===== config.mk =====
export PLATFORM = sky130hd
export DESIGN_NAME = uart_tx_arbiter
export DESIGN_NICKNAME = d
export VERILOG_FILES = /design/src/rtl/uart_arb_pkg.sv /design/src/rtl/uart_rr_pick.sv /design/src/rtl/uart_tx_arbiter.sv
export SDC_FILE = /design/constraint.sdc
export NUM_CORES = 1
export LEC_CHECK = 0
export CAP_MARGIN = 5
export CORE_ASPECT_RATIO = 0.7
export CORE_UTILIZATION = 45
export CTS_CLUSTER_DIAMETER = 150
export DETAILED_ROUTE_END_ITERATION = 7
export PLACE_DENSITY_LB_ADDON = 0.08
export SLEW_MARGIN = 20
export SYNTH_ARGS = -nofsm -noshare
export SYNTH_HDL_FRONTEND = slang
export SYNTH_SLANG_ARGS = --single-unit

===== constraint.sdc =====
create_clock -name clk -period 4.7 [get_ports clk]
set_clock_uncertainty 0.1 [all_clocks]
set_input_delay 1.175 -clock clk [delete_from_list [all_inputs] [get_ports clk]]
set_output_delay 1.175 -clock clk [all_outputs]
set_load 0.005 [all_outputs]

===== src/rtl/uart_arb_pkg.sv =====
// uart_arb_pkg: shared types and default sizing for the UART transmit arbiter.
//   state_t          - arbiter FSM states (IDLE, LAUNCH, WAIT, COMPLETE)
//   DEFAULT_NUM_REQ  - default number of byte producers
//   DEFAULT_DATA_W   - default byte width (matches the UART transmitter)
package uart_arb_pkg;

  typedef enum logic [1:0] {
    IDLE     = 2'd0,
    LAUNCH   = 2'd1,
    WAIT     = 2'd2,
    COMPLETE = 2'd3
  } state_t;

  localparam int DEFAULT_NUM_REQ = 4;
  localparam int DEFAULT_DATA_W  = 8;

endpackage


===== src/rtl/uart_rr_pick.sv =====
// uart_rr_pick: combinational rotating-priority picker.
//   req  [NUM_REQ-1:0] - request vector
//   last [IDX_W-1:0]   - index granted last; search starts at last+1 (mod NUM_REQ)
//   gnt  [NUM_REQ-1:0] - one-hot grant (all zero when nothing is requested)
//   idx  [IDX_W-1:0]   - index of the granted request
//   any                - at least one request is present
module uart_rr_pick #(
  parameter int NUM_REQ = 4,
  parameter int IDX_W   = 2
) (
  input  logic [NUM_REQ-1:0] req,
  input  logic [IDX_W-1:0]   last,
  output logic [NUM_REQ-1:0] gnt,
  output logic [IDX_W-1:0]   idx,
  output logic               any
);

  int unsigned j;

  always_comb begin
    gnt = '0;
    idx = '0;
    any = 1'b0;
    j   = 0;
    // Offsets 1..NUM_REQ visit every index once, ending on last itself.
    for (int unsigned i = 1; i <= NUM_REQ; i++) begin
      j = (32'(last) + i) % NUM_REQ;
      if (!any && req[j]) begin
        any    = 1'b1;
        gnt[j] = 1'b1;
        idx    = IDX_W'(j);
      end
    end
  end

endmodule


===== src/rtl/uart_tx_arbiter.sv =====
// uart_tx_arbiter: round-robin scheduler sharing one UART transmitter among
// NUM_REQ byte producers.
//   clk, rst      - clock, synchronous active-high reset
//   enable        - allows new grants; an in-flight byte always completes
//   req_valid     - per-requester byte pending
//   req_data      - requester i byte at [i*DATA_W +: DATA_W]
//   req_ready     - one-hot accept, only in IDLE
//   req_done      - one-cycle completion pulse to the owner
//   tx_start      - one-cycle launch pulse to the transmitter
//   tx_data       - byte held from LAUNCH through COMPLETE
//   tx_done       - transmitter completion pulse (honoured only in WAIT)
//   busy          - FSM not in IDLE
//   owner         - current or last granted requester
//   timeout_err   - watchdog abort pulse, coincident with req_done
// Build option: define UART_ARB_TIMEOUT_EN to add the WAIT watchdog
// (TIMEOUT_CYC cycles); otherwise WAIT is unbounded and timeout_err is 0.
module uart_tx_arbiter
  import uart_arb_pkg::*;
#(
  parameter  int NUM_REQ     = DEFAULT_NUM_REQ,
  parameter  int DATA_W      = DEFAULT_DATA_W,
  parameter  int TIMEOUT_CYC = 4096,
  localparam int OWNER_W     = (NUM_REQ > 1) ? $clog2(NUM_REQ) : 1
) (
  input  logic                  clk,
  input  logic                  rst,
  input  logic                  enable,
  input  logic [NUM_REQ-1:0]    req_valid,
  input  logic [NUM_REQ*DATA_W-1:0] req_data,
  output logic [NUM_REQ-1:0]    req_ready,
  output logic [NUM_REQ-1:0]    req_done,
  output logic                  tx_start,
  output logic [DATA_W-1:0]     tx_data,
  input  logic                  tx_done,
  output logic                  busy,
  output logic [OWNER_W-1:0]    owner,
  output logic                  timeout_err
);

  if (NUM_REQ < 2 || TIMEOUT_CYC < 2) begin : g_param_check
    $error("uart_tx_arbiter: NUM_REQ and TIMEOUT_CYC must be >= 2");
  end

  state_t               state_q, state_d;
  logic [DATA_W-1:0]    tx_data_q;
  logic [OWNER_W-1:0]   owner_q, last_q;
  logic [NUM_REQ-1:0]   pick_gnt;
  logic [OWNER_W-1:0]   pick_idx;
  logic                 pick_any;
  logic                 accept;
  logic                 to_hit;

  uart_rr_pick #(
    .NUM_REQ (NUM_REQ),
    .IDX_W   (OWNER_W)
  ) u_pick (
    .req  (req_valid),
    .last (last_q),
    .gnt  (pick_gnt),
    .idx  (pick_idx),
    .any  (pick_any)
  );

`ifdef UART_ARB_TIMEOUT_EN
  localparam int CNT_W = $clog2(TIMEOUT_CYC);
  logic [CNT_W-1:0] cnt_q;
  logic             to_q;

  always_ff @(posedge clk) begin
    if (rst) begin
      cnt_q <= '0;
      to_q  <= 1'b0;
    end else begin
      if (state_q == LAUNCH) cnt_q <= '0;
      else if (state_q == WAIT) cnt_q <= cnt_q + 1'b1;
      // Remembers why WAIT was left so COMPLETE can flag an abort.
      if (state_q == WAIT) to_q <= to_hit;
    end
  end

  always_comb begin
    to_hit      = (state_q == WAIT) && !tx_done && (cnt_q == CNT_W'(TIMEOUT_CYC - 1));
    timeout_err = (state_q == COMPLETE) && to_q;
  end
`else
  always_comb begin
    to_hit      = 1'b0;
    timeout_err = 1'b0;
  end
`endif

  always_comb begin
    state_d   = state_q;
    req_ready = '0;
    req_done  = '0;
    tx_start  = 1'b0;
    accept    = 1'b0;
    unique case (state_q)
      IDLE: begin
        // rst gating keeps ready low while the reset edge is pending.
        if (enable && pick_any && !rst) begin
          req_ready = pick_gnt;
          accept    = 1'b1;
          state_d   = LAUNCH;
        end
      end
      LAUNCH: begin
        tx_start = 1'b1;
        state_d  = WAIT;
      end
      WAIT: begin
        if (tx_done || to_hit) state_d = COMPLETE;
      end
      COMPLETE: begin
        req_done[owner_q] = 1'b1;
        state_d           = IDLE;
      end
      default: state_d = IDLE;
    endcase
  end

  always_ff @(posedge clk) begin
    if (rst) begin
      state_q   <= IDLE;
      tx_data_q <= '0;
      owner_q   <= '0;
      last_q    <= OWNER_W'(NUM_REQ - 1);
    end else begin
      state_q <= state_d;
      if (accept) begin
        tx_data_q <= req_data[pick_idx*DATA_W +: DATA_W];
        owner_q   <= pick_idx;
      end
      if (state_q == COMPLETE) last_q <= owner_q;
    end
  end

  assign tx_data = tx_data_q;
  assign owner   = owner_q;
  assign busy    = (state_q != IDLE);

endmodule


## After elaboration in Yosys (flattened, before gate mapping)

Cells that the tools add are included.

| storage, ports and cells | value |
|---|---|
| flip-flop bits (word level) | 14 |
| output and inout bits | 21 |

| cells by class | value |
|---|---|
| add/subtract/negate cells | 4 |
| order comparisons | 10 |
| equal/unequal tests | 5 |
| shifts and indexed selects | 1 |
| multiplexer cells | 39 |
| bitwise operators | 3 |
| reduce and logical (&&, ||, !) cells | 17 |

Operators by type and width:

| cell | number |
|---|---|
| indexed part select 32 x 6 -> 8 bit | 1 |
| 2-to-1 mux 4 bit | 7 |
| 2-to-1 mux 1 bit | 16 |
| < comparator 2 x 3 -> 1 bit (second input constant) | 5 |
| 2-to-1 mux 2 bit | 6 |
| bitwise OR 4 bit | 3 |
| demux 1 bit (select 2 bit) | 5 |
| greater-or-equal comparator 2 x 1 -> 1 bit (second input constant) | 5 |
| logical AND 1 bit | 10 |
| binary-select mux 1 bit (select 2 bit) | 4 |
| one-hot mux 2 bit (4 select lines) | 1 |
| adder 2 x 1 -> 2 bit (second input constant) | 2 |
| adder 2 bit (second input constant) | 2 |
| equality test 2 bit (second input constant) | 2 |
| logical NOT 1 bit | 4 |
| inequality test 2 bit (second input constant) | 2 |
| equality test 2 x 1 -> 1 bit (second input constant) | 1 |
| logical NOT 2 bit | 1 |
| AND reduction 2 bit | 1 |
| nonzero test 2 bit | 1 |

## Logic depth before layout (Yosys ltp)

| logic depth | value |
|---|---|
| word-level depth | 17 |
| mapped depth | 13 |
| mapped depth without buffers | 8 |

## By module

Synthesis repeated with hierarchy kept, for this count alone.

| second synthesis, totals | value |
|---|---|
| cells, all modules | 177 |
| area, all modules | 1517.7 µm² |

By module, submodules not included:

| module | instances | cells each | area each (µm²) | sequential area each (µm²) |
|---|---|---|---|---|
| uart_tx_arbiter | 1 | 91 | 888.4 | 280.3 |
| uart_rr_pick | 1 | 86 | 629.4 | 0.0 |

## Worst setup path before layout

Ideal clock, no wire load.

| timing | value |
|---|---|
| kind | input port to output port |
| start point | input port req_valid[1] |
| end point | output port req_ready[0] |
| arrival time | 2558 ps |
| data required time | 3425 ps |
| slack | 867 ps |
| cell stages on the path | 6 |
| path buffers | 2 |
| cells stage by stage | clkbuf_1 -> or4_1 -> and3_1 -> nand2_1 -> clkbuf_1 -> nor2_1 |

| between the ends | value |
|---|---|
| word-level cells in the longest chain between the ends | 16 |
| elaborated cells on any way between the ends | 29 |
| classes of those cells | mux (18); bitwise (3); reduce/logical (8) |

Ends and longest elaborated chain:

| element | line | source |
|---|---|---|
| start: declaration | uart_tx_arbiter.sv:28 | `input logic [NUM_REQ-1:0] req_valid,` |
| binary-select mux 1 bit (select 2 bit) | uart_rr_pick.sv:28 | `if (!any && req[j]) begin` |
| 2-to-1 mux 1 bit (not written as such) | uart_rr_pick.sv:28 |  |
| 2-to-1 mux 1 bit | uart_rr_pick.sv:28 |  |
| logical NOT 1 bit | uart_rr_pick.sv:28 |  |
| logical AND 1 bit | uart_rr_pick.sv:28 |  |
| 2-to-1 mux 1 bit | uart_rr_pick.sv:28 |  |
| logical NOT 1 bit | uart_rr_pick.sv:28 |  |
| logical AND 1 bit | uart_rr_pick.sv:28 |  |
| 2-to-1 mux 1 bit | uart_rr_pick.sv:28 |  |
| logical NOT 1 bit | uart_rr_pick.sv:28 |  |
| logical AND 1 bit | uart_rr_pick.sv:28 |  |
| 2-to-1 mux 1 bit | uart_rr_pick.sv:28 |  |
| logical AND 1 bit (2 in a row) | uart_tx_arbiter.sv:101 | `if (enable && pick_any && !rst) begin` |
| 2-to-1 mux 4 bit * | uart_tx_arbiter.sv:101 |  |
| 2-to-1 mux 4 bit * | uart_tx_arbiter.sv:98 | `unique case (state_q)` |
| end: declaration | uart_tx_arbiter.sv:30 | `output logic [NUM_REQ-1:0] req_ready,` |

Mark *: on every way between the ends. The rest lies on a longest branch, timed or not. The select of a mux whose other input is x is not followed.

## Worst setup path in the final report

| timing | value |
|---|---|
| start point | input port req_valid[0] |
| end point | output port req_ready[1] |

Same word-level chain as after synthesis.

==> results.sh <==
export IMPL_synthArstFlopShare=0
export IMPL_pin_count=61
export IMPL_grt_use_met1=0.3428
export IMPL_drtAntennaViolNets=0
export IMPL_vias=1751
export IMPL_final_max_slew_viol_count=0
export IMPL_grt_pass1_vias=1675
export IMPL_h_tree_depth=1
export IMPL_numCtsBuffers=3
export IMPL_grt_max_degree=21
export IMPL_syn_area_mm2=0.001603
export IMPL_wl_um=4826
export IMPL_hold_class="flop to flop"
export IMPL_cts_buffer_depth=2
export IMPL_antenna_found_initial=0
export IMPL_gp_congestion=0.8875
export IMPL_synth_top_family_by_area="compound AO/OA/AOI/OAI gates"
export IMPL_fin_tns_setup_ns=0
export IMPL_avgSynthCellArea_um2=8.392
export IMPL_p_total_uw=792.5
export IMPL_max_slew_margin_rel=0.5696
export IMPL_period_share=0.9946
export IMPL_maxCapViolations=0
export IMPL_die_h_um=51.93
export IMPL_status="finished clean"
export IMPL_utilization=0.7120
export IMPL_synth_seq_cells=14
export IMPL_power_density_mw_per_mm2=339.8
export IMPL_place_ws_ns=-0.01006
export IMPL_fmax_mhz=213.9
export IMPL_drtIter0Drc=103
export IMPL_hold_viol_final=0
export IMPL_ys_seq_area_frac=0.1749
export IMPL_crit_type="input port to primary output"
export IMPL_crit_family="buffers and inverters"
export IMPL_crit_required_ns=3.42
export IMPL_cts_clk_slew_worst_paths_ns=0.06
export IMPL_portBuffers=59
export IMPL_yosys_warnings=0
export IMPL_synthXorXnorAreaFrac=0
export IMPL_wl_per_cell_um=16.25
export IMPL_drive_gt1_frac=0.1080
export IMPL_synth_top_cell_by_area="dfxtp_1"
export IMPL_hold_buffers=0
export IMPL_die_w_um=73.33
export IMPL_grt_pass1_wl_um=7500
export IMPL_synth_top_flop_cell="dfxtp_1"
export IMPL_met3_usage=0.04845
export IMPL_worstSetupStartpointType="input port"
export IMPL_clock_sinks=14
export IMPL_clockRootBuffer="clkbuf_8"
export IMPL_finalSetupViolCount=0
export IMPL_synth_edf_count=0
export IMPL_cp_slowest_stage_delay_ns=0.58
export IMPL_grt_most_used_layer="met2"
export IMPL_yosysTopAreaCellShare=0.1749
export IMPL_gr_usage_met2=0.4275
export IMPL_fin_ws_ns=0.02554
export IMPL_drc_errors=0
export IMPL_arrival_ns=3.40
export IMPL_path_max_fanout=5
export IMPL_syn_inst=191
export IMPL_cp_cell_sequence="clkdlybuf4s50_1 -> mux4_2 -> buf_4 -> a22oi_1 -> nor2_1 -> a221oi_2 -> nor2_1 -> clkdlybuf4s50_1"
export IMPL_grt_use_total=0.2559
export IMPL_cp_slowest_cell="mux4_2"
export IMPL_num_rows=17
export IMPL_core_area_mm2=0.003276
export IMPL_synth_fa_ha_area_frac=0.09368
export IMPL_yosys_top_cells_area="dfxtp_1, mux2i_1, ha_1, a22oi_1, mux4_2"
export IMPL_synth_most_common_cell="mux2i_1"
export IMPL_clk_latency_ns=0.24
export IMPL_area_growth_pct=45.51
export IMPL_synth_top_cells_by_count="mux2i_1, nor2_1, dfxtp_1, nand2_1"
export IMPL_fin_nets=303
export IMPL_post_route_min_period_ns=4.674
export IMPL_hold_slack_ns=0.3857
export IMPL_worst_path_buf_inv=3
export IMPL_max_vdd_ir_drop_mv=0.3239
export IMPL_drt_pass1_iterations=4
export IMPL_synth_simple_area_share=0.1569
export IMPL_viasPerCell=5.896
export IMPL_ys_types=44
export IMPL_cts_tree="yes"
export IMPL_synthMuxAreaShare=0.1874
export IMPL_hpwl_um=3603
export IMPL_start_util=0.4893
export IMPL_power_leakage_uw=0.001001
export IMPL_die_area_mm2=0.003808
export IMPL_overflow=0
export IMPL_rrSetupSlack_ns=1.14
export IMPL_diodes=0
export IMPL_tightestPinTransition_ns=0.6456
export IMPL_synth_compound_area_frac=0.3107
export IMPL_end_kind="primary output"
export IMPL_syn_nets=243
## cell type report
cell class / count / area, µm²
Multi-Input combinational cell: 151 / 1216
Fill cell: 262 / 943.4
Timing Repair Buffer: 71 / 684.4
Sequential cell: 14 / 280.3
Tap cell: 47 / 58.81
Clock buffer: 4 / 55.05
Inverter: 10 / 37.54
## worst register-to-register path: stages, from the launching register on
cell and delay, ns:
dfxtp_1 0.65, inv_1 0.33, ha_1 0.40, buf_4 0.19, mux4_2 0.46, a221o_1 0.40, or2_1 0.36, o22ai_1 0.19
a21oi_1 0.09, o31a_1 0.28
## through the flow
step / cell area [µm²] / std cells
2_1_floorplan: 1603 / 191
3_3_place_gp: 2246 / 291
3_5_place_dp: 2246 / 291
4_1_cts: 2300 / 295
5_1_grt: 2332 / 297
6_report: 2332 / 297
## cells by family after synthesis
family	Yosys count
AOI/OAI and AO/OA	63
and+or+nand+nor	49
buffers and inverters	26
muxes	26
DFF	14
adders and majority gates	12
other	1
## report_power, final
group	switching (µW)	internal (µW)	leakage (µW)	total [µW]
clock network	41.6	74.1	0.0000288	116
registers	33.9	158	0.000116	192
logic	230	255	0.000857	485
total	305	487	0.00100	792
## registers in the layout, indices dropped and copies added (netlist names)
register	cells
tx_data	8
owner	2
last_q	2
state_q	2
## cell usage in the layout, fill, tap and decap left out, drive strengths merged, types with 2 or more instances in the layout
| cell | Yosys | routed |
|---|---|---|
| a21o | 2 | 2 |
| a21oi | 9 | 9 |
| a221oi | 6 | 6 |
| a22oi | 12 | 12 |
| a32oi | 2 | 2 |
| and3 | 2 | 2 |
| and3b | 2 | 2 |
| buf | 8 | 12 |
| clkbuf | 8 | 4 |
| clkdlybuf4s50 | 0 | 56 |
| dfxtp | 14 | 14 |
| dlymetal6s2s | 0 | 2 |
| ha | 12 | 12 |
| inv | 10 | 10 |
| mux2 | 2 | 2 |
| mux2i | 21 | 21 |
| mux4 | 3 | 3 |
| nand2 | 14 | 14 |
| nand2b | 2 | 2 |
| nand3 | 2 | 2 |
| nor2 | 15 | 15 |
| nor3 | 3 | 3 |
| nor3b | 2 | 2 |
| o211ai | 2 | 2 |
| o21ai | 5 | 5 |
| o22ai | 10 | 10 |
| o2bb2ai | 2 | 2 |
| o31a | 7 | 7 |
| or2 | 2 | 2 |
| or3b | 2 | 2 |
## path summary, 6_finish.rpt
path,startpoint,to,cells past startpoint
hold / removal,tx_data[3],tx_data[3],2
setup reg to reg,last_q[1],tx_data[5],9
hold reg to reg,tx_data[3],tx_data[3],2
setup / recovery,req_valid[0],req_ready[1],8
## metal layers
layer | vias to the layer above | wire length (µm)
met2 | 97 | 2168
met3 | 6 | 383
met5 | - | 0
met4 | 0 | 41
met1 | 807 | 2232
li1 | 841 | -
## what timing repair did
action / 4_1_cts / 5_1_grt
buffers inserted: 0 / 2
gates resized for setup: 1 / 4
endpoints found under the setup margin: 3 / 4
(Power assumes the default switching activity.)
